**src/rtl/mem_pkg.sv**
```systemverilog
// Shared types and helpers for the data-RAM arbiter: FSM states, write-size codes,
// and the byte count for each write code.
package mem_pkg;

    typedef enum logic [1:0] {
        IDLE  = 2'd0,
        READ  = 2'd1,
        WRITE = 2'd2,
        DONE  = 2'd3
    } state_e;

    localparam logic [1:0] WR_RD = 2'b00;
    localparam logic [1:0] WR_B1 = 2'b01;
    localparam logic [1:0] WR_B4 = 2'b10;
    localparam logic [1:0] WR_B8 = 2'b11;

    function automatic logic [3:0] nbytes(input logic [1:0] wr);
        case (wr)
            WR_B1:   nbytes = 4'd1;
            WR_B4:   nbytes = 4'd4;
            WR_B8:   nbytes = 4'd8;
            default: nbytes = 4'd1;
        endcase
    endfunction

endpackage

```
**src/rtl/rr_arb2.sv**
```systemverilog
// Two-way round-robin pick: a lone request wins outright; on a tie the
// requester that did not hold the last grant wins.
module rr_arb2 (
    input  logic req0,
    input  logic req1,
    input  logic last,
    output logic valid,
    output logic gnt
);

    always_comb begin
        valid = req0 | req1;
        gnt   = 1'b0;
        if (req0 && req1)
            gnt = ~last;
        else if (req1)
            gnt = 1'b1;
    end

endmodule

```
**src/rtl/ram_arbiter.sv**
```systemverilog
// Shares the byte-write / 64-bit-read data RAM between the CPU port and the host port.
// One grant at a time; reads take one cycle, writes go out one byte per cycle.
module ram_arbiter
    import mem_pkg::*;
#(
    parameter int AW = 16,
    parameter int DW = 64
) (
    input  logic          clk,
    input  logic          rst_n,
    input  logic          cpu_req,
    input  logic [1:0]    cpu_wr,
    input  logic [AW-1:0] cpu_addr,
    input  logic [DW-1:0] cpu_wdata,
    output logic          cpu_ack,
    output logic [DW-1:0] cpu_rdata,
    input  logic          hst_req,
    input  logic [1:0]    hst_wr,
    input  logic [AW-1:0] hst_addr,
    input  logic [DW-1:0] hst_wdata,
    output logic          hst_ack,
    output logic [DW-1:0] hst_rdata,
    output logic [AW-1:0] ram_addr,
    output logic          ram_we,
    output logic [7:0]    ram_wbyte,
    input  logic [DW-1:0] ram_q,
    output logic          busy,
    output logic          owner
);

    state_e        state, state_nxt;
    logic          gnt_valid, gnt;
    logic [1:0]    wr_q;
    logic [AW-1:0] addr_q;
    logic [DW-1:0] wdata_q;
    logic [2:0]    cnt_q;
    logic [2:0]    last_idx;
    logic [1:0]    sel_wr;

    rr_arb2 u_arb (
        .req0  (cpu_req),
        .req1  (hst_req),
        .last  (owner),
        .valid (gnt_valid),
        .gnt   (gnt)
    );

    assign sel_wr   = gnt ? hst_wr : cpu_wr;
    assign last_idx = 3'(nbytes(wr_q) - 4'd1);

    always_ff @(posedge clk or negedge rst_n) begin
        if (!rst_n)
            state <= IDLE;
        else
            state <= state_nxt;
    end

    always_comb begin
        state_nxt = state;
        case (state)
            IDLE:    if (gnt_valid) state_nxt = (sel_wr == WR_RD) ? READ : WRITE;
            READ:    state_nxt = DONE;
            WRITE:   if (cnt_q == last_idx) state_nxt = DONE;
            DONE:    state_nxt = IDLE;
            default: state_nxt = IDLE;
        endcase
    end

    always_comb begin
        busy      = (state != IDLE);
        cpu_ack   = (state == DONE) && !owner;
        hst_ack   = (state == DONE) && owner;
        ram_we    = 1'b0;
        ram_addr  = '0;
        ram_wbyte = 8'h00;
        case (state)
            READ: ram_addr = addr_q;
            WRITE: begin
                ram_we    = 1'b1;
                ram_addr  = addr_q + AW'(cnt_q);
                ram_wbyte = wdata_q[{cnt_q, 3'b000} +: 8];
            end
            default: ;
        endcase
    end

    // Owner resets to host so the first tie after reset goes to the CPU.
    always_ff @(posedge clk or negedge rst_n) begin
        if (!rst_n) begin
            owner     <= 1'b1;
            wr_q      <= WR_RD;
            addr_q    <= '0;
            wdata_q   <= '0;
            cnt_q     <= '0;
            cpu_rdata <= '0;
            hst_rdata <= '0;
        end else begin
            case (state)
                IDLE: if (gnt_valid) begin
                    owner   <= gnt;
                    wr_q    <= sel_wr;
                    addr_q  <= gnt ? hst_addr : cpu_addr;
                    wdata_q <= gnt ? hst_wdata : cpu_wdata;
                    cnt_q   <= '0;
                end
                READ: begin
                    if (owner) hst_rdata <= ram_q;
                    else       cpu_rdata <= ram_q;
                end
                WRITE:   cnt_q <= cnt_q + 3'd1;
                default: cnt_q <= '0;
            endcase
        end
    end

endmodule

```
**config.mk**
```make
export PLATFORM = sky130hd
export DESIGN_NAME = ram_arbiter
export DESIGN_NICKNAME = d
export VERILOG_FILES = /design/src/rtl/mem_pkg.sv /design/src/rtl/rr_arb2.sv /design/src/rtl/ram_arbiter.sv
export SDC_FILE = /design/constraint.sdc
export NUM_CORES = 1
export LEC_CHECK = 0
export ABC_CLOCK_PERIOD_IN_PS = 5750
export CAP_MARGIN = 20
export CORE_AREA = 2 2 153 155
export CTS_BUF_LIST = sky130_fd_sc_hd__clkbuf_8 sky130_fd_sc_hd__clkbuf_16
export CTS_CLUSTER_DIAMETER = 120
export DETAILED_ROUTE_END_ITERATION = 10
export DIE_AREA = 0 0 155 157
export DONT_BUFFER_PORTS = 1
export SYNTH_ARGS = -nofsm -noshare
export SYNTH_HDL_FRONTEND = slang
export SYNTH_HIERARCHICAL = 1
export SYNTH_SLANG_ARGS = --single-unit
```
**constraint.sdc**
```tcl
create_clock -name clk -period 5.75 [get_ports clk]
set_clock_uncertainty 0.15 [all_clocks]
set_input_delay 1.15 -clock clk [delete_from_list [all_inputs] [get_ports clk]]
set_output_delay 1.15 -clock clk [all_outputs]
set_load 0.02 [all_outputs]
```
==> flow_summary_export.csv, run 1 <==
group,metric,value,unit
yosys,synthCells,798,
place,place_hpwl,18040,um
clock_network,postCtsHoldBufs,0,
timing,slew-limit-headroom,26.82,%
yosys,ys_ff_latch,216,
finish,diodes,0,
drt,drt_iter0_markers,228,
power,leakage,0.004536,uW
global_routing,grt_pass1_vias,6357,
yosys,synth-seq-area-share,54.51,%
critical_path,crit_slowest_cell,"dfrtp_1",
drt,num_vias,6074,
critical_path,crit_required,4.45,ns
critical_path,worstSetupEndpointType,"primary output",
yosys,syn-cell-area,9918,sq um
yosys,syn_avg_cell_area,12.43,sq um
floorplanning,dieArea,24340,sq um
clock_network,clkTransAtPathRegs,0.06,ns
global_routing,grt-ovfl-total,0,
finish,area_growth,9.398,%
critical_path,critPathKind,"reg -> out",
drt,avgViaCountPerCell,5.619,
finish,fill_cells,1989,
timing,tightest_slew,1.084,ns
yosys,syn-num-nets,1039,
critical_path,path_cells,"ha_1, a21oi_1, a211o_1, o41ai_1",
timing,fin_setup_tns,0,ns
floorplanning,dieWidth,155,um
min_path,hold_class,"in -> async",
drt,drt_first_pass_iters,4,
place,dp_cells,1039,
yosys,async_reset_ff_share,100.0,%
floorplanning,start_util,44.08,%
finish,seq_area,5406,sq um
clock_network,clkSinkCount,216,
power,p_per_area,667.0,nW/um^2
drt,post-route-drc-count,0,
yosys,yosysWarnings,6,
clock_network,cts_setup_buffers,0,
floorplanning,rows,55,
timing,min_period,4.494,ns
clock_network,cts_root_buf,"clkbuf_16",
finish,fin_cells,1081,
clock_network,cts_made_buffers,23,
drt,avgRoutedWirePerCell,22.90,um
timing,period_share,78.15,%
critical_path,start_kind,"flop",
timing,setup_ws,1.256,ns
finish,stdcell_area,10850,sq um
clock_network,clock_latency,0.49,ns
clock_network,htreeDepth,1,
outcome,status,"completed",
timing,hold_violations,0,
drt,wirelength,24760,um
power,max-vdd-ir-drop,0.0003399,V
place,gp_congestion,0.8251,
yosys,ys.flop_type,"dfrtp_1",
global_routing,antenna_found_initial,0,
finish,multi_input_area,4267,sq um
clock_network,cts_tree,"yes",
yosys,synth_edf_count,0,
place,placed_cell_area,10110,sq um
run,maxCapViolations,0,
timing,finalSetupViolCount,0,
clock_network,cts_resized,0,
critical_path,critPathArrivalTime,3.19,ns
critical_path,critical_path.max_stage_delay,1.01,ns
timing,timing_max_transition_violations_final,0,
place,preCtsSetupSlack,1.737,ns
yosys,yosys.cell_types.count,50,
clock_network,cts_buffer_depth,3,
floorplanning,core_area,22500,sq um
finish,finalNetCount,1021,
global_routing,grt_pass1_wl,36920,um
global_routing,grt_use_total,19.55,%
drt,antenna_left,0,
finish,drive_gt1_share,25.00,%
timing,timing.fmax,222.5,MHz
floorplanning,ioPinCount,389,
timing,hold_ws,0.1997,ns
timing,rsz0062_at_grt,"no",
critical_path,cp_max_fo,22,
place,port_buffers,0,
floorplanning,dieHeight,157,um
global_routing,grt_max_degree,217,
-- state kept, by name, indices dropped and copies added (netlist names) --
| register | cells |
|---|---|
| state | 2 |
| cpu_rdata | 64 |
| wr_q | 2 |
| owner | 1 |
| cnt_q | 3 |
| addr_q | 16 |
| hst_rdata | 64 |
| wdata_q | 64 |
-- cells in the mapped netlist (all sizes together), types with 2 or more instances --
cell	n	area, sq um
a211o	2	17.52
a21oi	92	460.4
a22o	2	17.52
a22oi	3	22.52
a31oi	3	18.77
a41oi	2	17.52
and2	5	31.28
and4	2	20.02
buf	35	177.7
clkbuf	16	60.06
dfrtp	215	5380
ha	8	100.1
inv	6	22.52
mux2	131	1475
mux2i	91	910.9
mux4	16	360.4
nand2	18	67.56
nand2b	6	37.54
nand3	5	42.54
nand4	3	18.77
nor2	98	367.9
nor2b	2	12.51
nor3	2	10.01
o211ai	2	15.01
o21ai	12	60.05
o311ai	3	26.28
o41ai	2	17.52
or2	2	12.52
-- layout by cell type, fill, tap and decap left out, drive strengths merged, types with 3 or more instances in the layout --
master,n
o21ai,12
buf,8
mux2,131
a21oi,92
nand2,18
clkbuf,25
nand2b,6
nand4,3
clkinvlp,4
ha,8
dfrtp,215
nand3,5
inv,13
a31oi,3
mux2i,91
nor2,98
o311ai,3
and2,5
mux4,16
a22oi,3
clkinv,5
-- layer usage --
layer	wire (um)	global-route usage (%)	part of all wire (%)
met5	0	0	0
met2	12590	33.69	51
met1	9419	23.68	38
met3	2441	7.104	9.9
met4	302	4.145	1.2
-- critical path, delay by kind of cell (launching register included) --
| family | cells | cell delay (ns) |
|---|---|---|
| adders and majority gates | 1 | 0.29 |
| AOI/OAI and AO/OA | 3 | 1.40 |
| DFF | 1 | 1.01 |
-- logic make-up after synthesis --
family	after synthesis	synth area share (%)
mux	238	27.69
flops	216	54.51
simple gates	148	6.636
compound gates	127	7.115
buf+inv	58	2.662
fa+ha+maj	9	1.211
xor+xnor	2	0.1766
-- report_power, final --
part           switching, uW  internal [uW]
sequential              1220           2300
combinational           1220           1110
clock                    585            800
-- final cells by class --
cell class / count / share of cell area [%]
sequential: 216 / 49.83
multi-input combinational: 524 / 39.32
clock buffer: 25 / 5.558
tap: 285 / 3.286
clock inverter: 16 / 1.026
timing repair buffer: 8 / 0.7380
inverter: 7 / 0.2422
-- metrics by stage --
step	total power [uW]	utilization (%)
finish	7237	48.22
detailed placement	5887	44.92
CTS	7309	48.10
global route	7695	48.22
global placement	5793	44.92
floorplan	5254	-
-- worst paths after layout --
check | startpoint | to | slack, ns | depth (start not counted)
max | cnt_q[1] | ram_addr[13] | 1.26 | 4
min reg2reg | wdata_q[53] | wdata_q[53] | 0.37 | 2
min in group clk | wdata_q[53] | wdata_q[53] | 0.37 | 2
max in group asynchronous | rst_n | addr_q[10] | 4.92 | 0
max reg2reg | owner | wdata_q[15] | 3.09 | 4
min | rst_n | hst_rdata[57] | 0.20 | 0
Note: power is estimated with default switching activity, not from simulation.
==> run 2, diff against run 1 <==
Settings changed: ABC_CLOCK_PERIOD_IN_PS 5750 to 3940, CORE_AREA 2 2 153 155 to 2 2 152 154, DIE_AREA 0 0 155 157 to 0 0 154 156.
Clock period 5.75 ns to 3.94 ns, I/O delays scaled along.
==> run 2 against run 1 <==
The run now ends with negative hold slack left. Register-to-register slack got worse by 1.7 ns. Utilization rose by 1.0 points. Die area is 1.3% lower. Sequential power rose by 45%. Clock-buffer cell count grew 4. Sequential share of layout area down 0.76 points. First-iteration DRC count rose by 29%.
==> flow_summary_export.csv, run 2 (synthesis results as in run 1) <==
group,metric,value,unit
outcome,status,"complete, but fails checks",
outcome,violations,"negative hold slack",
clock_network,clkTransAtPathRegs,0.06,ns
drt,wirelength,24900,um
timing,rsz0062_at_grt,"no",
floorplanning,dieArea,24020,sq um
critical_path,timing.rr.end,"cpu_rdata[21]",
critical_path,critPathCapture,"ram_addr[13]",
global_routing,grt_pass1_wl,37290,um
global_routing,grt_use_total,19.94,%
finish,fin_util,49.26,%
power,max-vdd-ir-drop,0.0005053,V
run,maxCapViolations,0,
global_routing,antenna_found_initial,0,
floorplanning,dieHeight,156,um
clock_network,cts_made_buffers,24,
finish,final_cell_mix,"215 x dfrtp_1, 131 x mux2_2, 98 x nor2_1",
floorplanning,ioPinCount,389,
clock_network,cts_setup_buffers,0,
timing,timing_max_transition_violations_final,0,
finish,area_growth,11.09,%
timing,timing.fmax,267.2,MHz
global_routing,grt-ovfl-total,0,
power,p_per_area,988.8,nW/um^2
clock_network,clock_latency,0.51,ns
clock_network,cts_tree,"yes",
drt,avgRoutedWirePerCell,22.72,um
timing,hold_violations,215,
timing,fin_setup_tns,0,ns
drt,antenna_left,0,
finish,reg_top3,"cpu_rdata: 64 flops, hst_rdata: 64 flops, wdata_q: 64 flops",
timing,hold_ws,-0.1739,ns
critical_path,start_kind,"flop",
finish,fill_cells,1923,
finish,finalNetCount,1034,
floorplanning,core_area,22370,sq um
min_path,hold_class,"in -> async",
finish,multi_input_area,4267,sq um
place,place_hpwl,18050,um
floorplanning,start_util,44.35,%
timing,period_share,94.99,%
clock_network,htreeDepth,1,
clock_network,cts_root_buf,"clkbuf_16",
timing,tightest_slew,1.055,ns
critical_path,crit_start,"cnt_q[2]",
drt,avgViaCountPerCell,5.689,
power,leakage,0.004637,uW
place,port_buffers,0,
finish,diodes,0,
drt,maxUsedRoutingLayer,"met4",
drt,dr_wl_met3,2311,um
critical_path,critPathArrivalTime,2.80,ns
finish,seq_area,5406,sq um
drt,dr_wl_met2,12620,um
timing,slew-limit-headroom,29.65,%
clock_network,clkSinkCount,216,
clock_network,cts_buffer_depth,3,
finish,drive_gt1_share,26.63,%
critical_path,worstSetupEndpointType,"primary output",
critical_path,reg2reg_depth,5,
timing,finalSetupViolCount,0,
drt,met1_length,9488,um
critical_path,crit_required,3.00,ns
critical_path,reg2reg_from,"state[1]",
global_routing,grt_pass1_vias,6615,
floorplanning,dieWidth,154,um
critical_path,critPathKind,"reg -> out",
finish,final_common_cell,"dfrtp_1",
clock_network,cts_resized,0,
drt,drt_iter0_markers,294,
global_routing,grt_max_degree,217,
drt,post-route-drc-count,0,
critical_path,cp_max_fo,14,
floorplanning,rows,55,
critical_path,r2r_slack,1.40,ns
place,gp_congestion,0.8147,
drt,num_vias,6235,
drt,drt_first_pass_iters,4,
timing,min_period,3.743,ns
==> run 2: cell types whose count changed in the layout (fill, tap and decap cells not counted), sizes merged <==
| cell | delta |
|---|---|
| buf | +12 |
| bufinv | +1 |
| clkbuf | +4 |
| clkinv | +1 |
| clkinvlp | -1 |
| inv | -2 |
==> run 2: worst min-delay path by stage <==
stage / slack [ns] / cells after the start / to / from
after floorplan: 0.34 / 0 / addr_q[0] / rst_n
after global placement: 0.35 / 0 / wdata_q[10] / rst_n
after CTS: -0.20 / 0 / wdata_q[10] / rst_n
after detailed placement: 0.35 / 0 / wdata_q[11] / rst_n
final: -0.17 / 0 / wdata_q[11] / rst_n
after global routing: -0.21 / 0 / wdata_q[11] / rst_n
==> run 2: per-stage QoR <==
| stage | power, uW | hold slack (ns) | setup slack (ns) | cells | cell area (sq um) |
|---|---|---|---|---|---|
| floorplan | 7668 | 0.3399 | 0.9823 | 798 | 9918 |
| global placement | 8541 | 0.3485 | 0.8087 | 1052 | 10210 |
| detailed placement | 8696 | 0.3491 | 0.7497 | 1052 | 10210 |
| CTS | 11010 | -0.1964 | 0.1747 | 1096 | 11020 |
| global route | 11560 | -0.2055 | 0.02613 | 1096 | 11020 |
| finish | 10890 | -0.1739 | 0.1973 | 1096 | 11020 |
==> run 2: critical path, stage by stage, from the launching register on <==
cell and delay, ns:
dfrtp_1 0.60, ha_1 0.47, nand3_1 0.19, a211o_1 0.38
o311ai_0 0.34, o41ai_1 0.14, buf_4 0.18
==> run 2: per-layer routing <==
metal / vias to the layer above / track usage [%]
li1: 2841 / -
met1: 3071 / 23.60
met2: 283 / 34.91
met3: 40 / 6.806
met4: 0 / 5.162
met5: - / 0
==> run 2: cell type report <==
cell class                 instances  share of cell area (%)
multi-input combinational        524                   38.72
clock inverter                    15                   1.192
clock buffer                      29                   6.178
timing repair buffer              20                   1.363
tap                              285                   3.236
sequential                       216                   49.07
inverter                           7                  0.2385
==> run 2: where the power goes <==
group | switching, uW | internal (uW) | leakage [uW]
combinational | 1840 | 1690 | 0.00176
clock | 901 | 1360 | 0.000411
sequential | 1750 | 3360 | 0.00247
total | 4480 | 6410 | 0.00464
